===== src/rtl/sync_location_tracker.sv =====
// sync_location_tracker: tracks pixel (x, y, frame) from hsync/vsync with saturating
// coordinates, sticky overflow flags, line-length capture and start pulses.
module sync_location_tracker #(
  parameter int X_WIDTH     = 16,
  parameter int Y_WIDTH     = 16,
  parameter int FRAME_WIDTH = 16,
  parameter int X_MAX       = 1023,
  parameter int Y_MAX       = 1023,
  parameter int SYNC_EDGE   = 0
) (
  input  logic                   clk,
  input  logic                   reset,
  input  logic                   en,
  input  logic                   hsync,
  input  logic                   vsync,
  output logic [X_WIDTH-1:0]     x,
  output logic [Y_WIDTH-1:0]     y,
  output logic [FRAME_WIDTH-1:0] frame,
  output logic [X_WIDTH-1:0]     line_len,
  output logic                   line_start,
  output logic                   frame_start,
  output logic                   x_ovf,
  output logic                   y_ovf
);
  localparam logic [X_WIDTH-1:0] XM = X_WIDTH'(X_MAX);
  localparam logic [Y_WIDTH-1:0] YM = Y_WIDTH'(Y_MAX);
  logic hs_d, vs_d, hev, vev;
  // Edge history only advances on enabled cycles so held syncs across gaps count once.
  always_comb begin
    hev = (SYNC_EDGE != 0) ? (hsync & ~hs_d) : hsync;
    vev = (SYNC_EDGE != 0) ? (vsync & ~vs_d) : vsync;
  end
  always_ff @(posedge clk or posedge reset) begin
    if (reset) begin
      x           <= '0;
      y           <= '0;
      frame       <= '0;
      line_len    <= '0;
      line_start  <= 1'b0;
      frame_start <= 1'b0;
      x_ovf       <= 1'b0;
      y_ovf       <= 1'b0;
      hs_d        <= 1'b0;
      vs_d        <= 1'b0;
    end else begin
      line_start  <= 1'b0;
      frame_start <= 1'b0;
      if (en) begin
        hs_d <= hsync;
        vs_d <= vsync;
        if (vev) begin
          x           <= '0;
          y           <= '0;
          frame       <= frame + 1'b1;
          x_ovf       <= 1'b0;
          y_ovf       <= 1'b0;
          frame_start <= 1'b1;
        end else if (hev) begin
          line_len   <= x;
          x          <= '0;
          line_start <= 1'b1;
          if (y < YM) y <= y + 1'b1;
          else y_ovf <= 1'b1;
        end else if (x < XM) begin
          x <= x + 1'b1;
        end else begin
          x_ovf <= 1'b1;
        end
      end
    end
  end
endmodule


===== config.mk =====
export PLATFORM = sky130hd
export DESIGN_NAME = sync_location_tracker
export DESIGN_NICKNAME = d
export VERILOG_FILES = /design/src/rtl/sync_location_tracker.sv
export SDC_FILE = /design/constraint.sdc
export NUM_CORES = 1
export LEC_CHECK = 0
export BUFFER_PORTS_ARGS = -buffer_cell sky130_fd_sc_hd__buf_2
export CORE_ASPECT_RATIO = 0.9
export CORE_MARGIN = 8
export CORE_UTILIZATION = 39
export DETAILED_ROUTE_END_ITERATION = 12
export PLACE_DENSITY = 0.62
export SLEW_MARGIN = 20
export SYNTH_ARGS = -nofsm -noshare
export SYNTH_HDL_FRONTEND = slang
export SYNTH_SLANG_ARGS = --single-unit

===== constraint.sdc =====
create_clock -name clk -period 2.15 [get_ports clk]
set_input_delay 0.215 -clock clk [delete_from_list [all_inputs] [get_ports clk]]
set_output_delay 0.215 -clock clk [all_outputs]
set_load 0.02 [all_outputs]

==> flow_summary.ini, run 1 <==
[run_status]
status = finished clean

[synthesis]
synth_ff_type = dfrtp_1
netlist_area_um2 = 3060
ys_ff_latch = 68
yosys.area.top_type = dfrtp_1
synth_top_area_share_pct = 55.6
ys_top_cells_by_area = dfrtp_1, mux2_2, nand2_1
synth_nets = 277
yosysSeqAreaShare_pct = 55.6
synth.distinct_cells = 49
yosys_warnings = 0
yosys-top-cells-count = dfrtp_1, nand2_1, mux2_2
yosysMostFrequentCell = dfrtp_1
async_reset_ff_share_pct = 100
synth_edf_count = 0
syn_avg_cell_area_um2 = 11.4
syn_inst = 269

[cts]
cts_resized = 0
cts.sinks = 68
root_buffer = clkbuf_8
numCtsBuffers = 9
cts_max_level = 3
clkLatencyLatePin_ns = 0.35
tritoncts = built
clk_path_buf_depth = 2
clk_pin_slew_ns = 0.07

[die]
die_area_um2 = 10900
io_pins = 73
die_h_um = 100
std_cell_rows = 30
core_area_um2 = 7580
die_w_um = 109
initial_core_util_pct = 40.3

[cells_and_area]
fillers = 695
seq_area_um2 = 1700
layout-drive-gt1-share_pct = 33.6
diodes = 0
multi_input_area_um2 = 1290
area_growth_pct = 23.9
fin_nets = 360

[sta]
rsz0062_at_grt = false
fmax_mhz = 525
worst_slew_margin_rel_pct = 62.2
setup_viol = 0
min_period_ns = 1.91
fin_crit_sh_pct = 88.7
fin_skew_ns = 0.00763
hold_viol = 0
fin_setup_tns_ns = 0
finalMaxSlewViolations = 0
tightest_slew_ns = 0.562
whs_ns = 0.176

[global_routing]
overflow = 0
grt_pass1_vias = 2396
grt_max_degree = 69
grt_antenna_before_repair = 0
grt_usage_pct = 14.3
grt_pass1_wl_um = 12200

[routing]
routedWlPerCell_um = 16.2
routed_via_density = 5.25
drt_pass1_iterations = 4
final_antenna_net_count = 0
dr.first_iter.drc_count = 128
vias = 2380
drc = 0
wl_um = 7330

[critical_path]
critical_path_class = reg2reg
max_stage_delay_ns = 0.48
cp-start-kind = register
critPathTopFamily = simple AND/OR/NAND/NOR gates
critPathSlowestCell = o31a_1
arrival_ns = 2.19
cp.required_ns = 2.43
crit_buf_inv = 0
worst_setup_path_end_kind = register
cp_max_fo = 13
crit_chain = ha_1, nand3_1, nor3_4, o31a_1, mux2_2

[placed_design]
post-dp-hpwl_um = 5220
place_congestion = 0.862
port_buffers = 72

[flow_run]
max-cap-violations = 0

[pwr]
ir_drop_mv = 0.350
p_per_area_nw_per_um2 = 783
leakage_nw = 2.02

[min_path]
hold_path_class = in2reg
==> metrics by stage <==
| step | setup slack (ns) | std cells | instance area, um^2 | util (%) | power [mW] |
|---|---|---|---|---|---|
| after floorplan | 0.223 | 269 | 3060 | - | 1.68 |
| after global placement | 0.325 | 436 | 3560 | 46.9 | 1.81 |
| after detailed placement | 0.267 | 436 | 3560 | 46.9 | 1.82 |
| after CTS | 0.230 | 453 | 3790 | 50.0 | 3.03 |
| after global routing | 0.0758 | 453 | 3790 | 50.0 | 3.12 |
| final | 0.244 | 453 | 3790 | 50.0 | 2.97 |
==> logic make-up (layout without fill, tap and decap cells) <==
logic type      after synthesis  in the layout  share of synthesized area, %
fa+ha+maj                     3              3                          1.23
flops                        68             68                          55.6
mux                          17             17                          6.18
compound gates               43             43                          10.4
buf+inv                      15            103                          2.29
simple gates                105            105                          19.1
xor+xnor                     18             18                          5.16
==> layout by cell type, fill, tap and decap left out, types with 3 or more instances in the layout <==
master     synthesis  routed
nor2_1            10      10
xor2_1             7       7
ha_1               3       3
and3_1             4       4
nand4_1            7       7
and4_1             3       3
nand3_1           13      13
nor3_1             4       4
nor4_1             5       5
a21o_1             5       5
xnor2_1           11      11
nand2_1           27      27
buf_2              5      72
clkbuf_8           0      10
or2_2              4       4
a21oi_1            5       5
o21ai_0            7       7
buf_4              2       5
a2111oi_0          5       5
and2_1            12      12
a22o_1             3       3
mux2_2            15      15
or3_1              5       5
dfrtp_1           68      68
inv_1              8       7
==> registers in the layout (all words and copies together) (netlist names) <==
register     flops
x               16
frame           16
x_ovf            1
frame_start      1
y_ovf            1
line_len        16
y               16
line_start       1
==> power breakdown <==
group / total (mW) / leakage, nW / internal (mW) / switching, mW
Clock: 1.18 / 0.113 / 0.684 / 0.493
Sequential: 1.44 / 0.932 / 1.35 / 0.0878
Combinational: 0.353 / 0.976 / 0.128 / 0.226
Total: 2.97 / 2.02 / 2.16 / 0.807
==> layer usage <==
metal	up-vias	track usage [%]	wire, um
li1	1141	-	-
met1	1161	18.3	3400
met2	71	21.1	3300
met3	7	5.45	539
met4	0	6.02	91
met5	-	0	0
==> worst reg2reg max path: cells and delay by family (launching register included) <==
kind                       cells  cell delay [ns]
AOI/OAI and AO/OA              1             0.48
adders and majority gates      1             0.20
and+or+nand+nor                2             0.51
DFF                            1             0.40
muxes                          1             0.25
==> final timing paths <==
| path | start | to | slack [ns] | cells past startpoint |
|---|---|---|---|---|
| worst max-delay path | y[0]$_DFFE_PP0P_ | y[0]$_DFFE_PP0P_ | 0.24 | 5 |
| worst min-delay path | en | x[8]$_DFFE_PP0P_ | 0.18 | 2 |
| worst max register to register | y[0]$_DFFE_PP0P_ | y[0]$_DFFE_PP0P_ | 0.24 | 5 |
| worst min register to register | frame[15]$_DFFE_PP0P_ | frame[15]$_DFFE_PP0P_ | 0.47 | 1 |
| max in group asynchronous | reset | line_start$_DFF_PP0_ | 1.36 | 4 |
| min in group asynchronous | reset | frame[15]$_DFFE_PP0P_ | 0.47 | 4 |
==> final cells by class <==
class                   instances  share of cell area (%)
clock buffers                  10                    3.63
repair buffers                 79                    11.3
well taps                      96                    3.17
flip-flops and latches         68                    44.9
clock inverters                 6                    2.28
multi-input cells             186                    33.9
inverters                       8                   0.792
==> timing repair <==
item / in CTS / in global routing
hold buffers: 1 / 0
hold endpoints to repair: 68 / 0
setup buffers: 0 / 0
setup endpoints to repair: 0 / 0
No activity file was read; power rests on OpenSTA's default activity.
==> run 2, diff against run 1 <==
--- a/config.mk
+++ b/config.mk
@@ -5,13 +5,15 @@
 export SDC_FILE = /design/constraint.sdc
 export NUM_CORES = 1
 export LEC_CHECK = 0
+export ABC_AREA = 1
 export BUFFER_PORTS_ARGS = -buffer_cell sky130_fd_sc_hd__buf_2
 export CORE_ASPECT_RATIO = 0.9
 export CORE_MARGIN = 8
-export CORE_UTILIZATION = 39
+export CORE_UTILIZATION = 35
 export DETAILED_ROUTE_END_ITERATION = 12
-export PLACE_DENSITY = 0.62
+export PLACE_DENSITY = 0.57
 export SLEW_MARGIN = 20
 export SYNTH_ARGS = -nofsm -noshare
 export SYNTH_HDL_FRONTEND = slang
 export SYNTH_SLANG_ARGS = --single-unit
+export TNS_END_PERCENT = 100
==> flow_summary.ini, run 2 <==
[critical_path]
critical_path_class = reg2reg
reg2reg_slack_ns = 0.47
cp.required_ns = 2.39
crit_chain = ha_1, nand2_1, nor2_4, nand3_1, nand3_1, buf_4, nand3_1, o21ai_0
critPathTopFamily = simple AND/OR/NAND/NOR gates
worst_setup_path_end_kind = register
max_stage_delay_ns = 0.45
cp_common_cell = nand3_1
cp-start-kind = register
critPathSlowestCell = dfrtp_1
arrival_ns = 1.92
cp_max_fo = 10
crit_buf_inv = 1

[die]
die_h_um = 109
initial_core_util_pct = 36.2
std_cell_rows = 33
io_pins = 73
die_w_um = 119
die_area_um2 = 12900
core_area_um2 = 9210

[global_routing]
overflow = 0
grt_max_degree = 32
grt_antenna_before_repair = 0
grt_pass1_wl_um = 14100
grt_usage_pct = 13.4
grt_pass1_vias = 2860

[placed_design]
dp.cells = 594
post-dp-hpwl_um = 6230
port_buffers = 72
place_congestion = 0.813

[synthesis]
synth_top_area_share_pct = 51.0
async_reset_ff_share_pct = 100
synth_ff_type = dfrtp_1
ys_top_cells_by_area = dfrtp_1, nand2_1, nor2_1
synth_nets = 411
syn_inst = 403
netlist_area_um2 = 3330
yosysSeqAreaShare_pct = 51.0
yosys-top-cells-count = nand2_1, dfrtp_1, nor2_1
synth.distinct_cells = 27
yosys.area.top_type = dfrtp_1
syn_avg_cell_area_um2 = 8.27
yosys_warnings = 0
yosysMostFrequentCell = nand2_1
ys_ff_latch = 68
synth_edf_count = 0

[cts]
clk_pin_slew_ns = 0.07
numCtsBuffers = 9
cts.sinks = 68
clkLatencyLatePin_ns = 0.35
post-cts-setup-buffer-count = 0
tritoncts = built
root_buffer = clkbuf_8
clk_path_buf_depth = 2
cts_max_level = 3
cts_resized = 0
postCtsHoldBufs = 1

[sta]
rsz0062_at_grt = false
fin_skew_ns = 0.0159
min_period_ns = 1.68
tightest_slew_ns = 0.533
fin_crit_sh_pct = 78.0
fmax_mhz = 596
fin_setup_tns_ns = 0
worst_slew_margin_rel_pct = 64.4
finalMaxSlewViolations = 0
setup_viol = 0
hold_viol = 0

[pwr]
p_per_area_nw_per_um2 = 749
clkPwrFrac_pct = 39.8
pwr-share-comb_pct = 13.3
p_sw_uw = 857
p_sw_share_pct = 28.2
p_seq_share_pct = 46.8
p_int_mw = 2.18
leakage_nw = 2.11
ir_drop_mv = 0.373

[cells_and_area]
fin_nets = 492
instances_no_fill = 611
most-common-layout-cells = nand2_1, buf_2, dfrtp_1
layout_commonest_cell = nand2_1
diodes = 0
layout-drive-gt1-share_pct = 22.5
area_growth_pct = 21.8

[routing]
wl_um = 8300
routedWlPerCell_um = 13.6
routed_via_density = 4.65
dr.first_iter.drc_count = 150
drc = 0
vias = 2842
drt_pass1_iterations = 4
final_antenna_net_count = 0

[run_status]
status = finished clean

[flow_run]
max-cap-violations = 0

[min_path]
hold_path_class = in2reg
## run 2: cell count changes in the layout (fill, tap and decap cells not counted), sizes merged, moves of 5 or more
cell and change:
and2 -11, or3 -5, nand3 +27, a21o -6, nor4 -5, mux2 -15, inv +38, nor2 +45
a2111oi -6, nand2 +90, o21ai +25, a21oi -5
## run 2: cell type report
cell class | count | area (um^2)
Fill cell | 938 | 5150
Sequential cell | 68 | 1700
Multi-Input combinational cell | 279 | 1380
Timing Repair Buffer | 78 | 420
Inverter | 48 | 180
Clock buffer | 13 | 159
Tap cell | 122 | 153
Clock inverter | 3 | 68.8
## run 2: cell families (layout without fill, tap and decap cells)
family	count (synthesis)	in the layout	synth area share, %
and+or+nand+nor	225	225	29.8
DFF	68	68	51.0
buffers and inverters	56	142	7.62
AOI/OAI and AO/OA	33	33	5.70
xor gates and xnor gates	18	18	4.73
adders and majority gates	3	3	1.13
## run 2: final timing paths
kind / start / end / cells after the start
max: y[0]$_DFFE_PP0P_ / y[8]$_DFFE_PP0P_ / 8
max in group asynchronous: reset / frame[11]$_DFFE_PP0P_ / 4
max reg2reg: y[0]$_DFFE_PP0P_ / y[8]$_DFFE_PP0P_ / 8
min in group asynchronous: reset / x[15]$_DFFE_PP0P_ / 3
min reg2reg: line_len[13]$_DFFE_PP0P_ / line_len[13]$_DFFE_PP0P_ / 2
min: hsync / x[2]$_DFFE_PP0P_ / 4
## run 2: stage by stage
stage / hold slack, ns / utilization [%] / power [mW] / worst slack [ns] / area [um^2]
floorplan: 0.310 / - / 1.71 / 0.223 / 3330
global placement: 0.205 / 41.5 / 1.86 / 0.529 / 3820
detailed placement: 0.209 / 41.5 / 1.86 / 0.499 / 3820
CTS: 0.223 / 44.1 / 3.08 / 0.458 / 4060
global route: 0.264 / 44.1 / 3.19 / 0.302 / 4060
finish: 0.245 / 44.1 / 3.04 / 0.473 / 4060
## run 2: power by group through the flow
stage | Sequential [mW] | Combinational [mW] | Clock, mW
6_report | 1.43 | 0.405 | 1.21
5_1_grt | 1.44 | 0.454 | 1.30
4_1_cts | 1.43 | 0.414 | 1.24
3_5_place_dp | 1.45 | 0.414 | 0
3_3_place_gp | 1.45 | 0.406 | 0
2_1_floorplan | 1.51 | 0.201 | 0
## run 2: layer usage
metal,GRT usage (%),share of wire [%],vias up
li1,-,-,1428
met1,17.4,48,1342
met2,20.6,45,63
met3,3.80,5.3,9
met4,6.13,1.5,0
met5,0,0,-
## run 2: worst reg2reg max path: cells and delay by family (launching register included)
kind | cells | cell delay (ns)
AOI/OAI and AO/OA | 1 | 0.10
buffers and inverters | 1 | 0.18
adders and majority gates | 1 | 0.22
DFF | 1 | 0.45
and+or+nand+nor | 5 | 0.64
